==> src/rtl/matrix_scan_driver_pkg.sv <==
`default_nettype none
// ------------------------------------------------------------------
// matrix_scan_driver_pkg: shared defaults and width helper for the scanner
// Rev 1.0
// ------------------------------------------------------------------
package matrix_scan_driver_pkg;

  localparam int DEF_ROWS     = 16;
  localparam int DEF_COLS     = 16;
  localparam int DEF_BLANK    = 2;
  localparam int DEF_BRIGHT_W = 4;

  // Minimum of one bit so a counter over a single state still has a width.
  function automatic int clog2(input int value);
    int result;
    result = 1;
    for (int i = 1; i < 31; i++) begin
      if ((1 << i) < value) result = i + 1;
    end
    return result;
  endfunction

endpackage
`default_nettype wire

==> src/rtl/matrix_scan_driver_scan_timer.sv <==
`default_nettype none
// ------------------------------------------------------------------
// scan_timer: row-phase and row counters with frame start/end strobes
// Rev 1.0
// ------------------------------------------------------------------
module scan_timer
  import matrix_scan_driver_pkg::*;
#(
  parameter int ROWS   = DEF_ROWS,
  parameter int PERIOD = DEF_BLANK + (2 ** DEF_BRIGHT_W),
  parameter int ROW_W  = clog2(ROWS),
  parameter int PH_W   = clog2(PERIOD)
) (
  input  logic             clock,
  input  logic             reset_n,
  output logic [PH_W-1:0]  ph,
  output logic [ROW_W-1:0] row,
  output logic             frame_end,
  output logic             frame_start
);

  localparam logic [PH_W-1:0]  PH_LAST  = PH_W'(PERIOD - 1);
  localparam logic [ROW_W-1:0] ROW_LAST = ROW_W'(ROWS - 1);

  logic [PH_W-1:0]  ph_q,  ph_d;
  logic [ROW_W-1:0] row_q, row_d;

  always_comb begin
    ph_d  = ph_q + PH_W'(1);
    row_d = row_q;
    if (ph_q == PH_LAST) begin
      ph_d  = '0;
      row_d = (row_q == ROW_LAST) ? '0 : row_q + ROW_W'(1);
    end
  end

  always_ff @(posedge clock or negedge reset_n) begin
    if (!reset_n) begin
      ph_q  <= '0;
      row_q <= '0;
    end else begin
      ph_q  <= ph_d;
      row_q <= row_d;
    end
  end

  assign ph          = ph_q;
  assign row         = row_q;
  assign frame_end   = (row_q == ROW_LAST) && (ph_q == PH_LAST);
  assign frame_start = (row_q == '0) && (ph_q == '0);

endmodule
`default_nettype wire

==> src/rtl/matrix_scan_driver.sv <==
`default_nettype none
// ------------------------------------------------------------------
// matrix_scan_driver: double-buffered LED matrix row scanner with PWM brightness
// Rev 1.0
// ------------------------------------------------------------------
module matrix_scan_driver
  import matrix_scan_driver_pkg::*;
#(
  parameter int ROWS     = DEF_ROWS,
  parameter int COLS     = DEF_COLS,
  parameter int BLANK    = DEF_BLANK,
  parameter int BRIGHT_W = DEF_BRIGHT_W
) (
  input  logic                     clock,
  input  logic                     reset_n,
  input  logic                     wr_en,
  input  logic [clog2(ROWS)-1:0]   wr_row,
  input  logic [COLS-1:0]          wr_data,
  input  logic                     swap_req,
  input  logic [BRIGHT_W-1:0]      brightness,
  output logic [ROWS-1:0]          row_sel,
  output logic [COLS-1:0]          col_out,
  output logic                     swap_pending,
  output logic                     frame_start
);

  localparam int ROW_W  = clog2(ROWS);
  localparam int PERIOD = BLANK + (2 ** BRIGHT_W);
  localparam int PH_W   = clog2(PERIOD);

  logic [PH_W-1:0]  ph;
  logic [ROW_W-1:0] row;
  logic             frame_end;
  logic             timer_frame_start;

  scan_timer #(
    .ROWS   (ROWS),
    .PERIOD (PERIOD),
    .ROW_W  (ROW_W),
    .PH_W   (PH_W)
  ) u_scan_timer (
    .clock       (clock),
    .reset_n     (reset_n),
    .ph          (ph),
    .row         (row),
    .frame_end   (frame_end),
    .frame_start (timer_frame_start)
  );

  logic [COLS-1:0]     buf_q [2][ROWS];
  logic [COLS-1:0]     buf_d [2][ROWS];
  logic                front_q, front_d;
  logic                swap_pending_q, swap_pending_d;
  logic [BRIGHT_W-1:0] bright_q, bright_d;
  logic [ROWS-1:0]     row_sel_q, row_sel_d;
  logic [COLS-1:0]     col_out_q, col_out_d;
  logic                frame_start_q, frame_start_d;
  logic                swap_now;

  // Writes always go to whichever buffer is back this cycle, even on the swap edge.
  always_comb begin
    buf_d = buf_q;
    if (wr_en && (32'(wr_row) < ROWS)) begin
      buf_d[~front_q][wr_row] = wr_data;
    end
  end

  // A request on the final cycle both lets the pending swap complete and re-arms.
  always_comb begin
    swap_now       = frame_end && swap_pending_q;
    front_d        = front_q ^ swap_now;
    swap_pending_d = swap_req | (swap_pending_q & ~swap_now);
    bright_d       = timer_frame_start ? brightness : bright_q;
  end

  always_comb begin
    row_sel_d     = '0;
    col_out_d     = '1;
    frame_start_d = timer_frame_start;
    if (32'(ph) >= BLANK) begin
      row_sel_d[row] = 1'b1;
      if ((32'(ph) - BLANK) < 32'(bright_q)) begin
        col_out_d = ~buf_q[front_q][row];
      end
    end
  end

  always_ff @(posedge clock or negedge reset_n) begin
    if (!reset_n) begin
      for (int b = 0; b < 2; b++) begin
        for (int r = 0; r < ROWS; r++) begin
          buf_q[b][r] <= '0;
        end
      end
      front_q        <= 1'b0;
      swap_pending_q <= 1'b0;
      bright_q       <= '0;
      row_sel_q      <= '0;
      col_out_q      <= '1;
      frame_start_q  <= 1'b0;
    end else begin
      buf_q          <= buf_d;
      front_q        <= front_d;
      swap_pending_q <= swap_pending_d;
      bright_q       <= bright_d;
      row_sel_q      <= row_sel_d;
      col_out_q      <= col_out_d;
      frame_start_q  <= frame_start_d;
    end
  end

  assign row_sel      = row_sel_q;
  assign col_out      = col_out_q;
  assign swap_pending = swap_pending_q;
  assign frame_start  = frame_start_q;

endmodule
`default_nettype wire

==> config.mk <==
export PLATFORM = sky130hd
export DESIGN_NAME = matrix_scan_driver
export DESIGN_NICKNAME = d
export VERILOG_FILES = /design/src/rtl/matrix_scan_driver_pkg.sv /design/src/rtl/matrix_scan_driver_scan_timer.sv /design/src/rtl/matrix_scan_driver.sv
export SDC_FILE = /design/constraint.sdc
export NUM_CORES = 1
export LEC_CHECK = 0
export BUFFER_PORTS_ARGS = -buffer_cell sky130_fd_sc_hd__buf_2
export CORE_UTILIZATION = 35
export DETAILED_ROUTE_END_ITERATION = 8
export SYNTH_ARGS = -nofsm -noshare
export SYNTH_HDL_FRONTEND = slang
export SYNTH_SLANG_ARGS = --single-unit
==> constraint.sdc <==
create_clock -name clock -period 2.55 [get_ports clock]
set_input_delay 0.1275 -clock clock [delete_from_list [all_inputs] [get_ports clock]]
set_output_delay 0.1275 -clock clock [all_outputs]
set_load 0.01 [all_outputs]
======== Word level (Yosys, flattened, before mapping) ========
Index checks and enable logic that the tools add are counted.
storage, ports and cells
  register bits ........................... 560
  bits in latches ......................... 0
  RAM bits ................................ 0
  bits in read-only memories .............. 0
  input port bits ......................... 28
  logic and storage cells ................. 91
  memories kept ........................... 0
cells by class
  add/subtract/negate cells ............... 3
  multipliers ............................. 0
  div/mod/pow operators ................... 0
  magnitude comparators ................... 10
  eq/ne operators ......................... 2
  shifts and indexed selects .............. 0
  mux-type cells .......................... 18
  bitwise operators ....................... 10
  reductions and logical operators ........ 8
operator list
  kind                   number
  $mux W256              4
  $bwmux W512            1
  $demux W256 S1         1
  $mux W16               6
  $bmux W16 S4           1
  $demux W16 S4          1
  $lt A32 B4 Y1          1
  $not A16 Y16           1
  $ge A5 B5 Y1 const B   2
  $not A4 Y5             2
  $logic_and A1 B1 Y1    6
  $sub A5 B2 Y6 const B  1
  $add A5 B1 Y5 const B  1
  $eq A5 B5 Y1 const B   1
  $ge A5 B2 Y1 const B   1
  $logic_not A5 Y1       1
  $lt A4 B5 Y1 const B   1
  $lt A5 B1 Y1 const B   1
  $mux W5                1
  $add A4 B1 Y4 const B  1
  $demux W1 S4           1
  $eq A4 B4 Y1 const B   1
  $ge A2 B2 Y1 const B   2
  $ge A4 B1 Y1 const B   1
  other kinds (9)        11

======== Logic depth before layout (Yosys ltp) ========
  depth after elaboration ................. 10
  gate-level depth with buffers ........... 9
  gate-level depth less buffers ........... 7

======== Hierarchy ========
A second synthesis with hierarchy kept.
second synthesis, totals
  cell total of the unflattened synthesis .. 1800
  area total of the unflattened synthesis .. 25471.9 µm²
modules (own cells, without submodules)
  module              times used  cells an instance  area an instance (µm²)
  matrix_scan_driver  1           1753               24991.5
  scan_timer          1           47                 480.5

======== Worst setup path after synthesis ========
OpenSTA, ideal clock, no wires.
  path kind ............................... flip-flop to flip-flop
  start ................................... reg u_scan_timer.ph_q[2] (netlist: u_scan_timer.ph[2])
  end ..................................... reg col_out_q[10] (netlist: col_out[10])
  library setup time ...................... 0.097 ns
  data arrival time ....................... 2.056 ns
  slack ................................... 0.398 ns
  cell stages (with the launch flop) ...... 10
  path buffers ............................ 2
  clock period less this slack ............ 2.152 ns
  cells stage by stage .................... dfrtp_1 > clkbuf_1 > inv_1 > ha_1 > inv_1 > ha_1 > a21o_1 > a211oi_2 > clkbuf_1 > nand3_1
between the ends
  longest elaborated chain between the ends .. 4
  elaborated cells on any way between the ends .. 5
ends and longest elaborated chain
  element                  RTL line                             source
  from (decl)              matrix_scan_driver_scan_timer.sv:25  logic [PH_W-1:0] ph_q, ph_d;
  from (signal assigned)   matrix_scan_driver_scan_timer.sv:42  ph_q <= ph_d;
  $sub A5 B2 Y6            matrix_scan_driver.sv:82             if ((32'(ph) - BLANK) < 32'(bright_q)) begin
  $lt A32 B4 Y1            matrix_scan_driver.sv:82
  $mux W16                 matrix_scan_driver.sv:82
  $mux W16 (*)             matrix_scan_driver.sv:80             if (32'(ph) >= BLANK) begin
  named net col_out_d[10]  matrix_scan_driver.sv:56             logic [COLS-1:0] col_out_q, col_out_d;
  to (signal assigned)     matrix_scan_driver.sv:107            col_out_q <= col_out_d;
  to (decl)                matrix_scan_driver.sv:56
Mark *: on every way through the listed nets, which the timed path passes. The rest lies on a longest branch.
A chain may end at the register's enable or synchronous reset.

======== Final worst setup path ========
  start ................................... reg front_q
  end ..................................... reg col_out_q[13] (netlist: col_out[13])
between the ends
  longest elaborated chain between the ends .. 10
ends and longest elaborated chain
  element                                        RTL line                   source
  from (decl)                                    matrix_scan_driver.sv:52   logic front_q, front_d;
  from (signal assigned)                         matrix_scan_driver.sv:103  front_q <= front_d;
  $not A1 Y2 (not written as such)               matrix_scan_driver.sv:83   col_out_d = ~buf_q[front_q][row];
  $mux W256 (not written as such) (3 in series)  matrix_scan_driver.sv:83
  $bmux W16 S4                                   matrix_scan_driver.sv:83
  $mux W16 (not written as such) (2 in series)   matrix_scan_driver.sv:83
  $not A16 Y16                                   matrix_scan_driver.sv:83
  $mux W16                                       matrix_scan_driver.sv:82
  $mux W16                                       matrix_scan_driver.sv:80
  named net col_out_d[13]                        matrix_scan_driver.sv:56
The timed path passes the listed nets, and every way through them passes these cells. The select of a mux whose other input is x is not followed.

==> key figures <==
Critical path
  • Crit Path Class: reg -> reg
  • Worst R2R End: col_out[13]
  • Worst EP required: around 3.1 ns
  • Worst R2R Start: front_q
  • Worst r2r path cells: 7
  • Worst-path maximum fanout: 24
  • Worst setup EP type: register
  • CP Launch Type: register
  • Worst path arrival time: ~2.9 ns
  • Reg2reg setup slack: 0.19 ns

Route
  • First-pass detailed-route iteration total: 4
  • Drt drc: 0
  • WL per Instance: roughly 24 microns
  • Antenna-violating nets left: 0
  • Via count: 15400
  • Vias per inst: between 5 and 6
  • Routed WL: 67920 microns
  • Initial DRC Count: 964

Floorplanning
  • Die height: 271.7 microns
  • Die Area: about 74000 sq um
  • DIE WIDTH: 271.7 microns
  • Io pins: 62
  • Rows: 98
  • Core ar.: 71730 sq um
  • Starting Density: 0.3549

Clocking
  • Clk sinks: 560
  • Clock Tree Buf Depth: 3
  • CTS tree: yes
  • H-tree depth: 2
  • Clock root cell: clkbuf_16
  • Worst-Skew Late Latency: approximately 0.63 ns
  • Clock-pin slew on the worst setup and hold paths: around 0.060 ns
  • CTS Buf Count: between 50 and 60

Global route
  • GRT overflow: 0
  • Largest net degree at the start of global routing: 99
  • Initial antenna violation count: 2
  • Vias in the first global route: 16410
  • GRT Total Usage: 0.1858
  • First-pass GRT wire length: 104500 microns

Synthesis
  • Fraction of registers with async set/reset: 1.000
  • Area of the mapped netlist: 25460 sq um
  • Largest cells by area after synthesis: dfrtp_1 53%, mux2_2 23%, mux2i_1 7.5%, a22oi_1 2.8%, mux4_2 2.8%
  • Gate Count Post-Synth: 1827
  • Post-synthesis register bit count: 560
  • Post-Syn Area per Cell: 13.94 sq um
  • Area share of the largest cell type after synthesis: 0.5347
  • Synth cell types: 44
  • Post-synthesis net count: 1868
  • Synthesis Warnings: 0
  • Largest area contributor in the netlist: dfrtp_1
  • Post-synthesis sequential area ratio: 0.5512
  • Top_reg_cell synth: dfrtp_1
  • Post-synth EDFFs: 0

Run status
  • Status: finished clean

Placed design
  • Port Buf Inserts: 61
  • Dpl ws: 0.09277 ns
  • Dpl hpwl: 42340 microns
  • Placement Cell Area: 27240 sq um
  • RD Place Congestion: roughly 0.81

Worst hold path
  • Worst min-delay path class: in -> async

Cells and area
  • Area growth from synthesis to layout: 15.19%
  • Final net count: 1933
  • Fillers: 6576
  • Commonest non-fill, non-tap cell in the layout: dfrtp_1
  • Share of cells above drive strength 1: 0.4351
  • Design area: between 20000 and 30000 sq um
  • Antenna cells: 0
  • Most frequent cells in the layout: 542 x dfrtp_1, 512 x mux2_2, 192 x mux2i_1

Timing
  • Final Max Slew Viols: 0
  • PnR worst setup slack: 0.1917 ns
  • Relative slew slack: 0.5081
  • Setup TNS: 0 ns
  • RSZ-0062 raised after global routing: no
  • Fin Clk Skew: about 0.035 ns
  • Worst-Margin Slew: 0.7378 ns
  • Hold slack final: 0.04161 ns
  • Final hold violations: 0
  • Fmax: approximately 0.42 GHz
  • Crit path time final: approximately 2.4 ns
  • Final setup vio count: 0
  • Tcrit/Tclk final: 0.9248

Pwr
  • Pwr dens: 701.2 nW/um^2
  • Final Power: 0.02056 W
  • Maximum VDD drop: 492.4 uV
  • Lkg Pwr: 12.80 nW

Job
  • Max Cap Viol: 0
[cell usage after synthesis, types with 3 or more instances]
cell and n:
a21o_1 3, a21oi_1 52, a22oi_1 96, buf_1 5, buf_2 50, buf_4 16, buf_6 4, clkbuf_1 80
dfrtp_1 544, dfstp_2 16, ha_1 13, inv_1 9, mux2_2 512, mux2i_1 192, mux4_2 32, nand2_1 60
nand2_2 3, nand2b_1 5, nand3_1 33, nand4_1 3, nand4b_1 3, nor2_1 24, nor2_2 12, nor2b_1 7
nor3_1 19, nor3_2 5, o21ai_0 5, xnor2_1 4
[worst max-delay path by stage]
stage,to,slack [ns],startpoint,cells after the start
4_1_cts,col_out[13],0.08,front_q,7
3_3_place_gp,col_out[13],0.11,front_q,7
3_5_place_dp,col_out[13],0.09,front_q,7
6_report,col_out[13],0.19,front_q,7
2_1_floorplan,col_out[10],0.40,u_scan_timer.ph[2],9
5_1_grt,col_out[6],0.05,front_q,7
[metal layers]
| metal | track usage | up-vias | wire length, microns |
|---|---|---|---|
| li1 | - | 6755 | - |
| met1 | 0.2538 | 8209 | 31040 |
| met2 | 0.3016 | 307 | 32180 |
| met3 | 0.02857 | 124 | 2680 |
| met4 | 0.06062 | 0 | 2017 |
| met5 | 0 | - | 0 |
[cells by family (layout without fill, tap and decap cells)]
kind of cell    after synthesis  count (layout)  synth area share
xor+xnor                      5               5          0.001720
buf+inv                     166             279           0.03047
compound gates              161             161           0.04212
fa+ha+maj                    13              13          0.006389
mux                         736             736            0.3303
simple gates                186             186           0.03784
flops                       560             560            0.5512
[through the flow]
| step | utilization | instances |
|---|---|---|
| final | 0.4088 | 2890 |
| after global routing | 0.4088 | 2890 |
| after CTS | 0.4085 | 2889 |
| after detailed placement | 0.3797 | 2775 |
| after global placement | 0.3797 | 2775 |
| after floorplan | - | 1827 |
[worst max-delay path, stage by stage (launching register included)]
cell     delay [ns]
dfrtp_4        0.68
buf_12         0.28
buf_4          0.21
mux2i_1        0.08
a22oi_1        0.20
a21oi_1        0.18
nor3_1         0.39
nand3_1        0.21
[cell type report]
type,count,area [sq um],share of cell area
Clock buffer,86,1728,0.05892
Tap cell,950,1189,0.04053
Inverter,11,41.29,0.001408
Clock inverter,22,275.3,0.009386
Sequential cell,560,14040,0.4787
Multi-Input combinational cell,1101,10670,0.3640
Timing Repair Buffer,160,1381,0.04710
[state kept, by name, summed over array words and instances, names as in the netlist]
name	cells
u_scan_timer.row	4
swap_pending	1
u_scan_timer.ph	5
buf_q	512
bright_q	4
col_out	16
frame_start	1
front_q	1
row_sel	16
[where the power goes]
group / internal [W] / switching, W
clock network: 0.00528 / 0.00359
logic: 0.000780 / 0.000626
registers: 0.00983 / 0.000456
[what timing repair did]
| item | 4_1_cts | 5_1_grt |
|---|---|---|
| gates resized for setup | 0 | 0 |
| buffers inserted | 0 | 1 |
| endpoints found under the hold margin | 280 | 0 |
| endpoints found under the setup margin | 0 | 1 |
| hold buffers | 6 | 0 |
Power figures use the tool's default switching activity.
